$ cat src/rtl/apb_arbiter.sv
// Two-master to one-slave APB arbiter with round-robin tie-breaking and an ACCESS-phase
// timeout. The granted master's request is registered onto the shared slave bus.
module apb_arbiter #(
    parameter int ADDR_WIDTH = 32,
    parameter int DATA_WIDTH = 32,
    parameter int TIMEOUT    = 255
) (
    input  logic                  clk,
    input  logic                  rts,

    input  logic [ADDR_WIDTH-1:0] m0_paddr,
    input  logic [DATA_WIDTH-1:0] m0_pdata,
    input  logic                  m0_psel,
    input  logic                  m0_penable,
    input  logic                  m0_pwrite,
    input  logic [3:0]            m0_pstb,
    output logic [DATA_WIDTH-1:0] m0_prdata,
    output logic                  m0_pready,
    output logic                  m0_perr,

    input  logic [ADDR_WIDTH-1:0] m1_paddr,
    input  logic [DATA_WIDTH-1:0] m1_pdata,
    input  logic                  m1_psel,
    input  logic                  m1_penable,
    input  logic                  m1_pwrite,
    input  logic [3:0]            m1_pstb,
    output logic [DATA_WIDTH-1:0] m1_prdata,
    output logic                  m1_pready,
    output logic                  m1_perr,

    output logic [ADDR_WIDTH-1:0] s_paddr,
    output logic [DATA_WIDTH-1:0] s_pdata,
    output logic                  s_psel,
    output logic                  s_penable,
    output logic                  s_pwrite,
    output logic [3:0]            s_pstb,
    input  logic [DATA_WIDTH-1:0] s_prdata,
    input  logic                  s_pready,
    input  logic                  s_perr,

    output logic                  busy,
    output logic                  owner
);

    localparam int CNT_W = (TIMEOUT < 256) ? 8 : $clog2(TIMEOUT + 1);
    localparam bit TMO_EN = (TIMEOUT != 0);
    // The counter holds the number of elapsed not-ready ACCESS cycles, so the
    // timeout fires on the TIMEOUT-th ACCESS cycle.
    localparam logic [CNT_W-1:0] TMO_LAST = CNT_W'((TIMEOUT == 0) ? 0 : TIMEOUT - 1);

    localparam logic [1:0] IDLE   = 2'd0;
    localparam logic [1:0] SETUP  = 2'd1;
    localparam logic [1:0] ACCESS = 2'd2;

    logic [1:0]       state;
    logic [CNT_W-1:0] tmo_cnt;
    logic             grant_idx;
    logic             timeout_hit;
    logic             xfer_done;
    logic             resp_err;

    // Penable is not part of the request; a master asks for the bus with psel alone.
    logic unused_penable;
    assign unused_penable = m0_penable ^ m1_penable;

    // On a tie, the master that did not own the bus last time wins.
    assign grant_idx = (m0_psel && m1_psel) ? ~owner : m1_psel;

    assign timeout_hit = TMO_EN && (state == ACCESS) && !s_pready && (tmo_cnt == TMO_LAST);
    assign xfer_done   = (state == ACCESS) && (s_pready || timeout_hit);
    assign resp_err    = (s_pready && s_perr) || timeout_hit;

    always_ff @(posedge clk) begin
        // NOTE: sequential state uses non-blocking assignments so every register
        // samples pre-edge values regardless of statement order.
        if (rts) begin
            state    <= IDLE;
            owner    <= 1'b1;
            tmo_cnt  <= '0;
            s_paddr  <= '0;
            s_pdata  <= '0;
            s_pwrite <= 1'b0;
            s_pstb   <= '0;
        end else begin
            case (state)
                IDLE: begin
                    tmo_cnt <= '0;
                    if (m0_psel || m1_psel) begin
                        state    <= SETUP;
                        owner    <= grant_idx;
                        s_paddr  <= grant_idx ? m1_paddr  : m0_paddr;
                        s_pdata  <= grant_idx ? m1_pdata  : m0_pdata;
                        s_pwrite <= grant_idx ? m1_pwrite : m0_pwrite;
                        s_pstb   <= grant_idx ? m1_pstb   : m0_pstb;
                    end
                end
                SETUP: begin
                    state   <= ACCESS;
                    tmo_cnt <= '0;
                end
                ACCESS: begin
                    if (xfer_done) begin
                        state <= IDLE;
                    end else begin
                        tmo_cnt <= tmo_cnt + 1'b1;
                    end
                end
                default: state <= IDLE;
            endcase
        end
    end

    assign s_psel    = (state != IDLE);
    assign s_penable = (state == ACCESS);
    assign busy      = (state != IDLE);

    assign m0_prdata = s_prdata;
    assign m1_prdata = s_prdata;

    // A reset arriving during ACCESS must not leak a completion to either master.
    assign m0_pready = !rts && xfer_done && !owner;
    assign m1_pready = !rts && xfer_done &&  owner;
    assign m0_perr   = !rts && xfer_done && !owner && resp_err;
    assign m1_perr   = !rts && xfer_done &&  owner && resp_err;

endmodule

$ cat config.mk
export PLATFORM = sky130hd
export DESIGN_NAME = apb_arbiter
export DESIGN_NICKNAME = d
export VERILOG_FILES = /design/src/rtl/apb_arbiter.sv
export SDC_FILE = /design/constraint.sdc
export NUM_CORES = 1
export LEC_CHECK = 0
export ABC_AREA = 1
export CAP_MARGIN = 10
export CORE_AREA = 2 2 125 127
export CTS_BUF_LIST = sky130_fd_sc_hd__clkbuf_2
export CTS_CLUSTER_SIZE = 14
export DETAILED_ROUTE_END_ITERATION = 10
export DIE_AREA = 0 0 127 129
export PLACE_DENSITY = 0.68
export SYNTH_ARGS = -nofsm -noshare
export SYNTH_HDL_FRONTEND = slang
export SYNTH_SLANG_ARGS = --single-unit
$ cat constraint.sdc
create_clock -name clk -period 2 [get_ports clk]
set_input_delay 0.4 -clock clk [delete_from_list [all_inputs] [get_ports clk]]
set_output_delay 0.4 -clock clk [all_outputs]
set_load 0.02 [all_outputs]
==> results of run 1 <==
synth_stat cells (all sizes together):
cell type,number
nor3,1
or2,1
dfxtp,80
inv,18
a21oi,8
clkbuf,19
ha,2
nand2,172
buf,85
nor2,16
nand3,13
a31oi,69
nand4,1
xor2,1
clkinv,1
o21ai,72
nand3b,1
flip-flops by register name, summed over array words and instances (netlist names):
name	flops
s_pstb	4
s_paddr	32
s_pwrite	1
owner	1
state	2
tmo_cnt	8
s_pdata	32
final timing paths:
| check | start | to | cells after the start |
|---|---|---|---|
| worst max-delay path | tmo_cnt[0]$_SDFFE_PP0P_ | m0_perr | 9 |
| worst min register to register | state[0]$_SDFFE_PP0P_ | state[1]$_SDFFE_PP0P_ | 2 |
| worst min-delay path | m0_paddr[4] | s_paddr[4]$_SDFFE_PP0P_ | 3 |
| worst max register to register | state[1]$_SDFFE_PP0P_ | s_pdata[12]$_SDFFE_PP0P_ | 6 |
what timing repair did:
item / in CTS / in global routing
gates cloned: 0 / 0
pin swaps: 5 / 3
setup endpoints to repair: 76 / 4
resized for setup: 111 / 6
stage by stage:
step	std cells	hold WS (ns)	total power, W
after detailed placement	886	0.4949	0.003386
after global routing	902	0.3030	0.004179
after CTS	901	0.2788	0.004001
final	902	0.3676	0.003918
after global placement	886	0.4910	0.003384
after floorplan	560	0.4503	0.002786
cell families after synthesis:
family                   Yosys count
AND/OR/NAND/NOR                  205
buffers and inverters            123
adder cells (fa/ha/maj)            2
XOR/XNOR                           1
flip-flops                        80
AO/OA/AOI/OAI                    149
placed cells by master, fill, tap and decap left out, types with 4 or more instances in the layout:
cell type        instances
a21oi_1                  8
a31oi_1                 69
buf_12                   8
buf_4                   16
clkbuf_2                10
clkdlybuf4s50_1        144
dfxtp_1                 77
dlygate4sd2_1           70
inv_1                   14
inv_2                    4
nand2_1                170
nand3_1                 10
nor2_1                  12
o21ai_0                 31
o21ai_1                 41
critical path, delay by kind of cell, from the launching register on:
family | cells | cell delay, ns
adder cells (fa/ha/maj) | 1 | 0.13
buffers and inverters | 3 | 0.25
flip-flops | 1 | 0.37
AND/OR/NAND/NOR | 5 | 0.47
power by group through the flow:
stage	Sequential, W	Clock (W)	Combinational (W)
2_1_floorplan	0.00212	0	0.000670
3_3_place_gp	0.00190	0	0.00148
3_5_place_dp	0.00191	0	0.00148
4_1_cts	0.00187	0.000769	0.00136
5_1_grt	0.00189	0.000817	0.00147
6_report	0.00187	0.000706	0.00134
cell type report:
cell class | count | share of cell area [%]
Timing Repair Buffer | 242 | 38.92
Antenna cell | 1 | 0.04114
Clock inverter | 5 | 0.4114
Sequential cell | 80 | 26.39
Tap cell | 188 | 3.868
Inverter | 19 | 1.214
Multi-Input combinational cell | 357 | 28.33
Clock buffer | 10 | 0.8229
layer usage:
metal,track usage [%],vias up
met4,6.012,0
met5,0,-
met3,7.152,15
li1,-,2114
met1,18.57,1763
met2,24.04,181
==> impl_summary.md, run 1 <==
Run status
The flow ran to the end, but the final reports show violations. The final reports fail on DRC, setup timing.

Final layout
The count of fill cells added during filler insertion is ~1,600. In the final layout, flip-flops and latches occupy approximately 1600 µm². The number of nets in the layout is 889. Summing all multi-input logic gate instances after layout gives about 1700 µm². The share of cells above drive strength 1 is under 10%. Once layout is complete, the utilization of the core stands at just over 40%. The design area is around 6100 µm².

The synthesis-to-layout area growth is 50.17%.

STA
The hold violation total from the final report was 0. The worst pin sits at a relative slew slack of 79.37%. Clock skew on the completed layout was measured at 0.01860 ns. The fraction of the cycle the final worst path needs is 108.2%. Derived from the worst setup path, the maximum achievable clock frequency is 462.1 MHz.

The post-route minimum period is between 2 and 2.5 ns. The least setup slack across all paths after layout is -0.1643 ns. Adding up every negative setup slack in the final design gives -0.4766 ns. Setup repair after global routing could not meet its margin everywhere. The max-slew violation count is 0. The number of setup violations in the final report is 4.

At the pin with the least slew margin, the transition time is 0.3085 ns.

Pwr
Registers are responsible for a little under half of the overall power. Summed over all cells, the static leakage comes to 2.659 nW. The power per cell area is around 640 nW/µm².

Per report_power, the clock group accounts for roughly 18% of the total. The switching power summed over all nets is between 0.001 and 0.0015 W. The share of total power dissipated in combinational logic is 34.3%. The internal cell power is 0.002554 W. In this run switching power makes up a little over a third of total power. The worst-case IR drop observed on VDD is around 0.00027 V.

Clock tree
The TritonCTS clock tree is built. The post-CTS clock slew at the launch and capture registers of the worst setup and hold paths is 0.22 ns. The insertion delay of the later-clocked pin in the worst-skew pair is approximately 0.56 ns. The buffer depth of the longest clock path is 2.

The number of clock buffers inserted by TritonCTS is 9. The H-tree generated during clock tree synthesis spans 3 levels. The number of sinks handled by clock tree synthesis is 80.

The buffer count from post-CTS setup fixing is 0. The number of hold-repair buffers added at the cts stage is 0. CTS placed an instance of clkbuf_2 at the clock tree root.

Global route
The total routing resource utilization after global routing is 15.41%. The total congestion overflow after global routing is 0. The first global-routing pass estimated approximately 20,000 µm of wire.

The initial antenna violation count was 1. Entering global routing, the biggest net connects 69 pins. The number of global-route vias before repair is 3,921.

Synthesis
The average instance in the mapped netlist occupies a little over 7 µm². The mapped netlist covers 4050 µm². In the post-synthesis netlist, the biggest area contributors are dfxtp_1 (40%), nand2_1 (16%), buf_4 (12%). The post-synthesis compound-gate area fraction is about a fifth. Synthesis instantiated 23 different standard cells from the library. Synthesis produced a netlist whose cell count is 560. By area, the combinational part of the netlist is dominated by compound AO/OA/AOI/OAI gates. The share of synthesized area occupied by flip-flops and latches is between 30% and 40%. During synthesis, Yosys emitted a total of 0 warnings. After synthesis the netlist holds a flip-flop and latch count of 80. The net count after synthesis is 740. The share of synthesized cell area in and, or, nand and nor gates is 19.96%.

Summed over its instances, the top area cell type makes up around two fifths of the synthesized netlist area. The proportion of synthesized area in mux cells is 0%. The most area-hungry cell type in the Yosys netlist is dfxtp_1. The adder and majority gate portion of the synthesized area is less than 1%.

The synthesized netlist devotes 0.2162% of its cell area to XOR and XNOR gates.

Route
In the final routed layout, each cell accounts on average for between 10 and 15 µm. The ratio of routed vias to standard cells is around 4.5. The amount of wire on met3 after detailed routing is between 1000 and 1500 µm.

In the final routing, the length of wire on met1 measures 5406 µm. Summed over all nets, wire length on met2 after detailed routing comes to approximately 5700 µm. The detailed-route DRC error count is 1. The number of vias after detailed routing is just over 4,000. For this block, the routed nets add up to ~13,000 µm of wire. The highest layer touched by signal routing is met4. The first routing iteration left 178 violations. The number of iterations in the first detailed-routing pass is 7. The count of nets left with antenna violations once routing finished came out at 0.

Flow run
The tool flagged a number of max-cap violations equal to 0.

Critical path
The maximum fanout encountered on the critical timing path is 2. The critical path capture point type is an output pin. For this run, the slowest stage of the critical path takes about 0.37 ns. In this design, the critical path's most frequently occurring cell is nand3_2. The worst path arrival time is about 1.8 ns. Walking the worst path, the cells encountered are inv_2 > ha_4 > inv_4 > nor3_4 > nand3_2 > nand2_2 > nand3_2 > nor2_1 > buf_4. The worst setup path is of the reg2out kind.

The flop-to-flop setup slack is ~0.38 ns. For the worst setup path, the data required time is around 1.6 ns. The standard cell with the maximum stage delay on the critical path is dfxtp_2. The worst setup path is launched from a flip-flop.

Placement
The last weighted congestion value of the routability-driven placer is ~0.83. During placement, the flow inserted port buffers numbering between 200 and 250. The instance area after placement is between 6000 and 7000 µm². The post-placement worst setup slack is -0.4080 ns.

Summed over all nets, the half-perimeter wirelength after detailed placement is about 9000 µm.

Min path
The type of the most critical hold path is in2reg.

Die
In this run the standard cell core region covers approximately 15,000 µm². The area enclosed by the die boundary is ~16,000 µm². The floorplan has between 40 and 50 rows.

Pin placement for this block handled 319 I/O pins. From left edge to right edge, the die measures 127 µm. For this configuration, the core starts out at a cell density of between 20 and 30%. The die outline height is between 100 and 150 µm.
(Power assumes the default switching activity.)
==> run 2, diff against run 1 <==
Settings changed: PLACE_DENSITY 0.68 to 0.65, SLEW_MARGIN set to 5.
==> run 2 against run 1 <==
Effect of this change:
- the flow finishes with violations (setup timing)
- final cell count did not move
- clock skew grew 0.0062 ns
- global-route usage decreased by 0.86 points
- critical path type unchanged
- critical endpoint unchanged
- largest power group unchanged
==> impl_summary.md, run 2 (synthesis gave the netlist of run 1 again) <==
Run status
The checks that failed: setup timing. The run finished, with violations left.

Die
The number of top-level pins is 319 (unchanged). The width of the die is 127 µm (unchanged). The site row count is 45 (unchanged). The die outline height is 129 µm (unchanged). The initial core utilization is 27.04% (unchanged). The core area was 14,980 µm² (unchanged).

The area enclosed by the die boundary is 16,380 µm² (unchanged).

Placement
The post-placement cell count is 885 (-0.11%). The last weighted congestion value of the routability-driven placer is 0.7829 (-5.4%). The instance area after placement is 6045 µm² (-0.12%). The number of input and output port buffers inserted came to 220 (unchanged). The sum of net half-perimeters after detailed placement came to 8322 µm (-7.6%).

Pwr
The overall power came to 0.003953 W (+0.90%). The maximum vdd ir drop came to 0.0003288 V (+21%). The power per cell area is 646.2 nW/µm² (+0.30%). The leakage power is 2.781 nW (+4.6%).

Final layout
The final core utilization was 40.85% (+0.24 points). The final instance count without filler cells came to 902 (unchanged). The design area is 6118 µm² (+0.60%). The share of cells above drive strength 1 is 8.555% (unchanged). In the layout the commonest cells are nand2_1 (170), clkdlybuf4s50_1 (143), dfxtp_1 (77). The area growth from synthesis to layout is 51.07%. In the final layout, the registers with the most flip-flops are s_paddr: 32 flops, s_pdata: 32 flops, tmo_cnt: 8 flops. Leaving out fill and tap cells, the most frequent cell in the layout is nand2_1. The number of nets in the layout is 888 (-0.11%).

Critical path
The maximum fanout encountered on the critical timing path is 2 (unchanged). The critical path capture point type is an output pin. The delay of the slowest cell on the worst path was 0.37 ns (about the same). The critical path goes through inv_2 > ha_4 > inv_2 > nor3_2 > nand3_1 > nand2_2 > nand3_2 > nor2_1 > buf_4. The critical path is of the reg2out type.

The slowest stage of the critical path belongs to the cell dfxtp_2. The number of buffer and inverter stages on the critical path is 3 (unchanged). STA classifies the critical path startpoint as a flip-flop. The worst path arrival time is 1.77 ns (about the same). Broken down by cell family, the worst path's largest delay share belongs to simple AND/OR/NAND/NOR gates.

The required time of the worst setup path is 1.60 ns (about the same). The most numerous cell type found on the critical path is inv_2.

Global route
The total routing resource utilization after global routing came to 14.56% (-0.86 points). The maximum number of pins on one net before global-route repair was 77 (+12%). The first-pass GRT wire length was 19,030 µm (-4.3%). The total congestion overflow after global routing is 0 (unchanged). The number of global-route vias before repair is 3,865 (-1.4%). The initial antenna violation count is 1 (unchanged).

Clock tree
TritonCTS built the clock tree. The insertion delay of the later-clocked pin in the worst-skew pair is 0.53 ns (-0.03 ns). The buffer depth of the longest clock path is 2 (unchanged). The number of hold-repair buffers added at the cts stage is 0 (unchanged).

The number of sinks handled by clock tree synthesis is 80 (unchanged). The buffer count from post-CTS setup fixing was 0 (unchanged). The number of clock buffers inserted by TritonCTS came to 9 (unchanged). The tree is rooted in a clkbuf_2. The H-tree depth was 3 (unchanged).

The post-CTS clock slew at the launch and capture registers of the worst setup and hold paths was 0.24 ns (+0.02 ns).

STA
The number of setup violations in the final report is 4 (unchanged). Setup repair after global routing could not meet its margin everywhere. The fraction of the cycle the final worst path needs is 108.7% (+0.47 points). The max-slew violation count was 0 (unchanged). The relative slew slack is 75.06% (-4.3 points).

The setup TNS after final layout was -0.5348 ns (-0.05816 ns). The post-route minimum period came to 2.174 ns (+0.009308 ns). The hold violation total from the final report is 0 (unchanged). The transition time at the pin with the least slew margin came to 0.3731 ns (+0.06460 ns). The clock skew after layout was 0.02475 ns (+0.006153 ns).

The upper clock frequency limit is 460.1 MHz (-0.43%). The least setup slack across all paths after layout came to -0.1736 ns (-0.009308 ns).

Flow run
The total of max-cap violations is 0 (unchanged).

Route
The number of iterations in the first detailed-routing pass is 4 (-3). The number of design-rule violations left by the first detailed-router iteration was 168 (-5.6%). The final antenna-violating net count is 0 (unchanged). The number of vias after detailed routing is 4,097 (+0.59%). The ratio of routed vias to standard cells is 4.542 (+0.59%).

The average wire length per cell after detail routing is 13.40 µm (-4.3%). The detailed-route DRC error count is 0 (-1). The sum of routed wire length over all layers is 12,090 µm (-4.3%).

Min path
The tightest min-delay check is of the in2reg type.
==> run 2: cell types whose count changed in the layout (fill, tap and decap cells not counted), moves of 2 or more <==
cell and change:
dlygate4sd2_1 -11, buf_6 +2, buf_4 -2, clkbuf_2 +2, dlymetal6s2s_1 +11
==> run 2: repair_timing <==
item	4_1_cts	5_1_grt
resized for setup	99	22
pin swaps	4	3
endpoints found under the setup margin	66	18
endpoints found under the hold margin	0	0
==> run 2: tightest hold or removal path, cell delays in order <==
cell and delay, ns:
clkdlybuf4s50_1 0.39, nand2_1 0.06, a31oi_1 0.07
==> run 2: metal layers <==
| layer | routed length, µm | GRT usage (%) | vias up |
|---|---|---|---|
| met4 | 165 | 4.590 | 0 |
| met2 | 5575 | 23.28 | 175 |
| met1 | 5218 | 17.35 | 1801 |
| li1 | - | - | 2106 |
| met3 | 1127 | 6.985 | 15 |
| met5 | 0 | 0 | - |
==> run 2: final cells by class <==
class / instances / area (µm²)
Clock buffer: 12 / 60.06
Sequential cell: 80 / 1605
Inverter: 19 / 71.32
Fill cell: 1560 / 8859
Clock inverter: 4 / 21.27
Timing Repair Buffer: 241 / 2406
Antenna cell: 1 / 2.502
Multi-Input combinational cell: 357 / 1717
Tap cell: 188 / 235.2
==> run 2: final timing paths <==
check	from	end	slack, ns	cells past startpoint
hold / removal	m0_paddr[0]	s_paddr[0]$_SDFFE_PP0P_	0.36	3
setup / recovery	tmo_cnt[0]$_SDFFE_PP0P_	m0_perr	-0.17	9
setup reg to reg	state[1]$_SDFFE_PP0P_	s_pdata[13]$_SDFFE_PP0P_	0.44	6
hold reg to reg	s_paddr[10]$_SDFFE_PP0P_	s_paddr[10]$_SDFFE_PP0P_	0.53	2
==> run 2: per-stage QoR <==
step	hold slack (ns)	setup slack [ns]
2_1_floorplan	0.4503	0.2405
3_3_place_gp	0.4837	-0.4141
3_5_place_dp	0.4906	-0.4170
4_1_cts	0.2994	-0.2717
5_1_grt	0.2989	-0.3509
6_report	0.3635	-0.1736
==> run 2: where the power goes <==
part	leakage [nW]	switching [W]	total, W	internal (W)
logic	2.06	0.000714	0.00135	0.000637
registers	0.664	0.0000872	0.00187	0.00178
clock network	0.0594	0.000565	0.000736	0.000171
==> run 3, diff against run 2 <==
Settings changed: ABC_CLOCK_PERIOD_IN_PS set to 2000, CORE_AREA 2 2 125 127 to 2 2 124 126, CTS_CLUSTER_SIZE 14 to unset, DIE_AREA 0 0 127 129 to 0 0 126 128, DONT_BUFFER_PORTS set to 1, PLACE_DENSITY 0.65 to 0.38.
==> run 3 against run 2 <==
Effect of this change:
- synthesized area did not move
- synthesized cell count unchanged
- the flow now stops in clock tree synthesis (4_1_cts)
==> impl_summary.md, run 3 <==
Die
The initial core utilization is 27.25% (+0.20 points). The site row count is 45 (unchanged). The width of the die came to 126 µm (-0.79%). The die outline height came to 128 µm (-0.78%). The number of top-level pins is 319 (unchanged).

Synthesis
The biggest area contributor in the post-synthesis netlist is dfxtp_1. The share of synthesized area occupied by flip-flops and latches is 39.54% (unchanged). The number of flops mapped to enable cells by yosys is 0 (unchanged). The share of async-settable or async-resettable flops after synthesis came to 0% (unchanged). The portion of synthesized cell area occupied by the leading cell type was 39.54% (unchanged). The count of unique library cells instantiated by Yosys came to 23 (unchanged). The netlist area before placement is 4050 µm² (unchanged).

Yosys attributes the largest share of cell area to dfxtp_1 (40%), nand2_1 (16%), buf_4 (12%). The most frequently used cell type in the post-synthesis netlist is nand2_1. The Yosys warning count is 0 (unchanged). The net count after synthesis is 740 (unchanged). The number of instances in the synthesized netlist is 560 (unchanged). The commonest cells after synthesis are nand2_1 (172), dfxtp_1 (80), a31oi_1 (69). The post-synthesis average cell area is 7.232 µm² (unchanged). The synthesis-stage register bit count is 80 (unchanged).

Among all flip-flop cells after synthesis, the most frequent one is dfxtp_1.

Run status
The run stopped with a tool error. The halt point of the flow is clock tree synthesis (4_1_cts). The tool reported: "[ERROR RSZ-0060] Max buffer count reached".

Clock tree
The number of clock buffers inserted by TritonCTS is 9 (unchanged). The post-CTS resize count is 18 (-82%). The buffer count from post-CTS setup fixing is 2 (+2).

The H-tree depth is 3 (unchanged). The clock tree root driver cell is clkbuf_2. The buffer depth of the longest clock path is 2 (unchanged). The number of hold-repair buffers added at the cts stage is 136 (+136).

The number of sinks handled by clock tree synthesis is 80 (unchanged).

Placement
The sum of net half-perimeters after detailed placement is 7680 µm (-7.7%). The number of input and output port buffers inserted was 0 (-100%). The last weighted congestion value of the routability-driven placer came to 0.7536 (-3.7%). The post-placement cell count was 660 (-25%).
-- run 3: stage by stage --
| step | cell area [µm²] | util, % | hold WS [ns] | setup slack (ns) |
|---|---|---|---|---|
| after detailed placement | 3742 | 25.18 | 0.4736 | 0.1850 |
| after global placement | 3742 | 25.18 | 0.4472 | 0.1874 |
| after floorplan | 4050 | - | 0.4503 | 0.2405 |
-- run 3: cell families after synthesis --
group | after synthesis | share of synthesized area (%)
AND/OR/NAND/NOR | 205 | 19.96
AO/OA/AOI/OAI | 149 | 20.54
buffers and inverters | 123 | 19.12
flip-flops | 80 | 39.54
adder cells (fa/ha/maj) | 2 | 0.6178
XOR/XNOR | 1 | 0.2163
==> run 4, diff against run 3 <==
Settings changed: CTS_BUF_LIST sky130_fd_sc_hd__clkbuf_2 to unset, PLACE_DENSITY 0.38 to unset, PLACE_DENSITY_LB_ADDON set to 0.15.
==> run 4 against run 3 <==
Effect of this change:
- the flow now finishes, with violations (setup timing)
==> impl_summary.md, run 4 (synthesis gave the netlist of run 1 again) <==
Die
The floorplan step defined a die boundary enclosing between 15,000 and 20,000 µm². The core area is between 10,000 and 15,000 µm². The width of the die came to 126 µm (unchanged).

The site row count came to 45 (unchanged). The die outline height is 128 µm (unchanged). The number of top-level pins is 319 (unchanged). The initial core utilization is 27.25% (unchanged).

Final layout
The largest registers in the layout are s_paddr: 32 flops, s_pdata: 32 flops, tmo_cnt: 8 flops. The share of cells above drive strength 1 is about a tenth. Summing all multi-input logic gate instances after layout gives 1733 µm². The area taken by flip-flops and latches is 1608 µm². 0 antenna diodes ended up in the layout. The final core utilization is between 20 and 30%. The library cell used most frequently in the layout, excluding fill and tap cells, is nand2_1. In the layout the commonest cells are nand2_1 (170), dfxtp_1 (77), a31oi_1 (69).

Fill cells in the final layout number approximately 1,600. For this run, the number of standard cells in the final layout without fillers is a little under 700. The number of nets in the layout is 660. The area growth from synthesis to layout is 1.637%.

STA
The upper clock frequency limit is 498.7 MHz. The post-route minimum period is between 2 and 2.5 ns. The setup TNS after final layout is -0.008122 ns.

The max-slew violation count is 0. The clock skew after layout is roughly 0.0065 ns. The transition time at the pin with the least slew margin is a little over 0.4 ns. The worst hold slack is between 0.1 and 0.15 ns. Setup repair after global routing could not meet its margin everywhere. The fraction of the cycle the final worst path needs is 100.3%. The worst pin sits at a relative slew slack of 72.61%. The hold violation total from the final report was 0. Setup violations remaining at the end of the flow were counted as 2. The least setup slack across all paths after layout is -0.005239 ns.

Clock tree
TritonCTS built the clock tree. The H-tree depth came to 3 (unchanged). The number of clock buffers inserted by TritonCTS is 9 (unchanged). The number of hold-repair buffers added at the cts stage is 0 (-100%). The number of sinks handled by clock tree synthesis is 80 (unchanged). The buffer depth of the longest clock path is 2 (unchanged).

Clock-pin slew was measured on the worst setup and hold paths at around 0.06 ns. The later pin in the worst-skew pair is clocked with a latency of 0.34 ns. The clock tree root driver cell is clkbuf_16.

Flow run
The total of max-cap violations is 0.

Placement
The last weighted congestion value of the routability-driven placer was 0.7857 (+4.3%). The post-placement cell count was 655 (-0.76%). The number of input and output port buffers inserted is 0 (unchanged). The sum of net half-perimeters after detailed placement is 7628 µm (-0.68%).

Min path
The destination of the worst hold path is tmo_cnt[5]$_SDFFE_PP0P_. The beginning of the worst hold path is rts. Counting instances, the worst hold path has a depth of 1. The path class of the tightest hold or removal check is in2reg.

Route
The number of vias after detailed routing is roughly 3,300. The number of iterations in the first detailed-routing pass is 4. The number of design-rule violations left by the first detailed-router iteration is about 120. In this run the remaining antenna-violating nets after routing total 0. After detailed routing, the average wire length per cell comes to approximately 17 µm.

The sum of routed wire length over all layers is between 10,000 and 15,000 µm. The detailed-route DRC error count is 0. Dividing the detail-routed via count by the number of cells gives around 5.

Critical path
Among cell families on the critical path, the largest total delay comes from simple AND/OR/NAND/NOR gates. The signal on the critical path passes through inv_2 > ha_4 > inv_2 > nor3_4 > nand3_2 > nand2_2 > nand3_2 > nor2_1 > buf_4. For this run, the slowest stage of the critical path takes 0.33 ns. Data on the critical path arrives at its endpoint at ~1.6 ns. The flop-to-flop setup slack is between 0.4 and 0.5 ns. The number of buffers and inverters on the critical path is 3. The launch instance of the worst register-to-register path is state[0]$_SDFFE_PP0P_. The worst setup path is captured at an output pin. The standard cell with the maximum stage delay on the critical path is dfxtp_2. STA classifies the critical path startpoint as a flip-flop. The maximum fanout encountered on the critical timing path is 2.

The category of the critical setup timing path is reg2out. Measured in cells, the most critical reg-to-reg path has a length of 6. STA puts the critical path data required time at around 1.6 ns. The endpoint identified for the worst register-to-register timing path is owner$_SDFFE_PP1P_.

Pwr
The share of total power dissipated in combinational logic is between 10% and 20%. The proportion of power drawn by flip-flops and latches is a little under half. The maximum vdd ir drop is roughly 0.00037 V. In this run switching power makes up about a third of total power. In this run the power spent charging and discharging nets is 0.001418 W.

The power per cell area is roughly 1100 nW/µm². The clock power share is roughly 40%. Internal power comes to 0.003077 W. The leakage power is between 1.5 and 2 nW.

Global route
The maximum number of pins on one net before global-route repair is between 70 and 80. The initial antenna violation count was 0. The total routing resource utilization after global routing is 13.42%. The first global-routing pass estimated 17,160 µm of wire. The total congestion overflow after global routing is 0. The number of global-route vias before repair was 3,246.

Run status
The final reports fail on setup timing. The run finished, with violations left.
run 4: layout make-up:
class | count | area share, %
multi-input combinational | 357 | 42.10
tap | 188 | 5.714
timing repair buffer | 13 | 3.587
clock inverter | 6 | 2.249
clock buffer | 10 | 5.562
sequential | 80 | 39.06
inverter | 19 | 1.733
run 4: worst max-delay path by stage:
| stage | from | depth (start not counted) | slack (ns) | end |
|---|---|---|---|---|
| final | tmo_cnt[0]$_SDFFE_PP0P_ | 9 | -0.005 | m1_perr |
| after detailed placement | tmo_cnt[0]$_SDFFE_PP0P_ | 9 | 0.28 | m1_perr |
| after CTS | tmo_cnt[0]$_SDFFE_PP0P_ | 9 | -0.04 | m1_perr |
| after global placement | tmo_cnt[0]$_SDFFE_PP0P_ | 9 | 0.28 | m1_perr |
| after floorplan | state[1]$_SDFFE_PP0P_ | 7 | 0.24 | m1_perr |
| after global routing | tmo_cnt[0]$_SDFFE_PP0P_ | 9 | -0.09 | m1_perr |
run 4: layer usage:
layer,track usage (%),wire [µm],up-vias
met5,0,0,-
met4,7.369,336,0
met3,4.716,1017,20
met2,21.13,5122,177
met1,16.05,4813,1477
li1,-,-,1658
run 4: timing repair:
item | CTS | global route
setup buffers | 1 | 1
gates resized for setup | 12 | 7
endpoints found under the hold margin | 0 | 0
endpoints found under the setup margin | 4 | 4
pin swaps | 4 | 4
run 4: metrics by stage:
stage	setup WS, ns	power, W	instance area, µm²
final	-0.005239	0.004495	4116
after CTS	-0.03965	0.004581	4084
after detailed placement	0.2772	0.002739	3717
after floorplan	0.2405	0.002786	4050
after global placement	0.2790	0.002728	3717
after global routing	-0.08812	0.004728	4116
run 4: power by group through the flow:
stage	combinational (W)	clock [W]	sequential [W]
after floorplan	0.000670	0	0.00212
after global placement	0.000553	0	0.00217
after detailed placement	0.000568	0	0.00217
after CTS	0.000573	0.00187	0.00214
after global routing	0.000648	0.00193	0.00215
final	0.000566	0.00180	0.00213
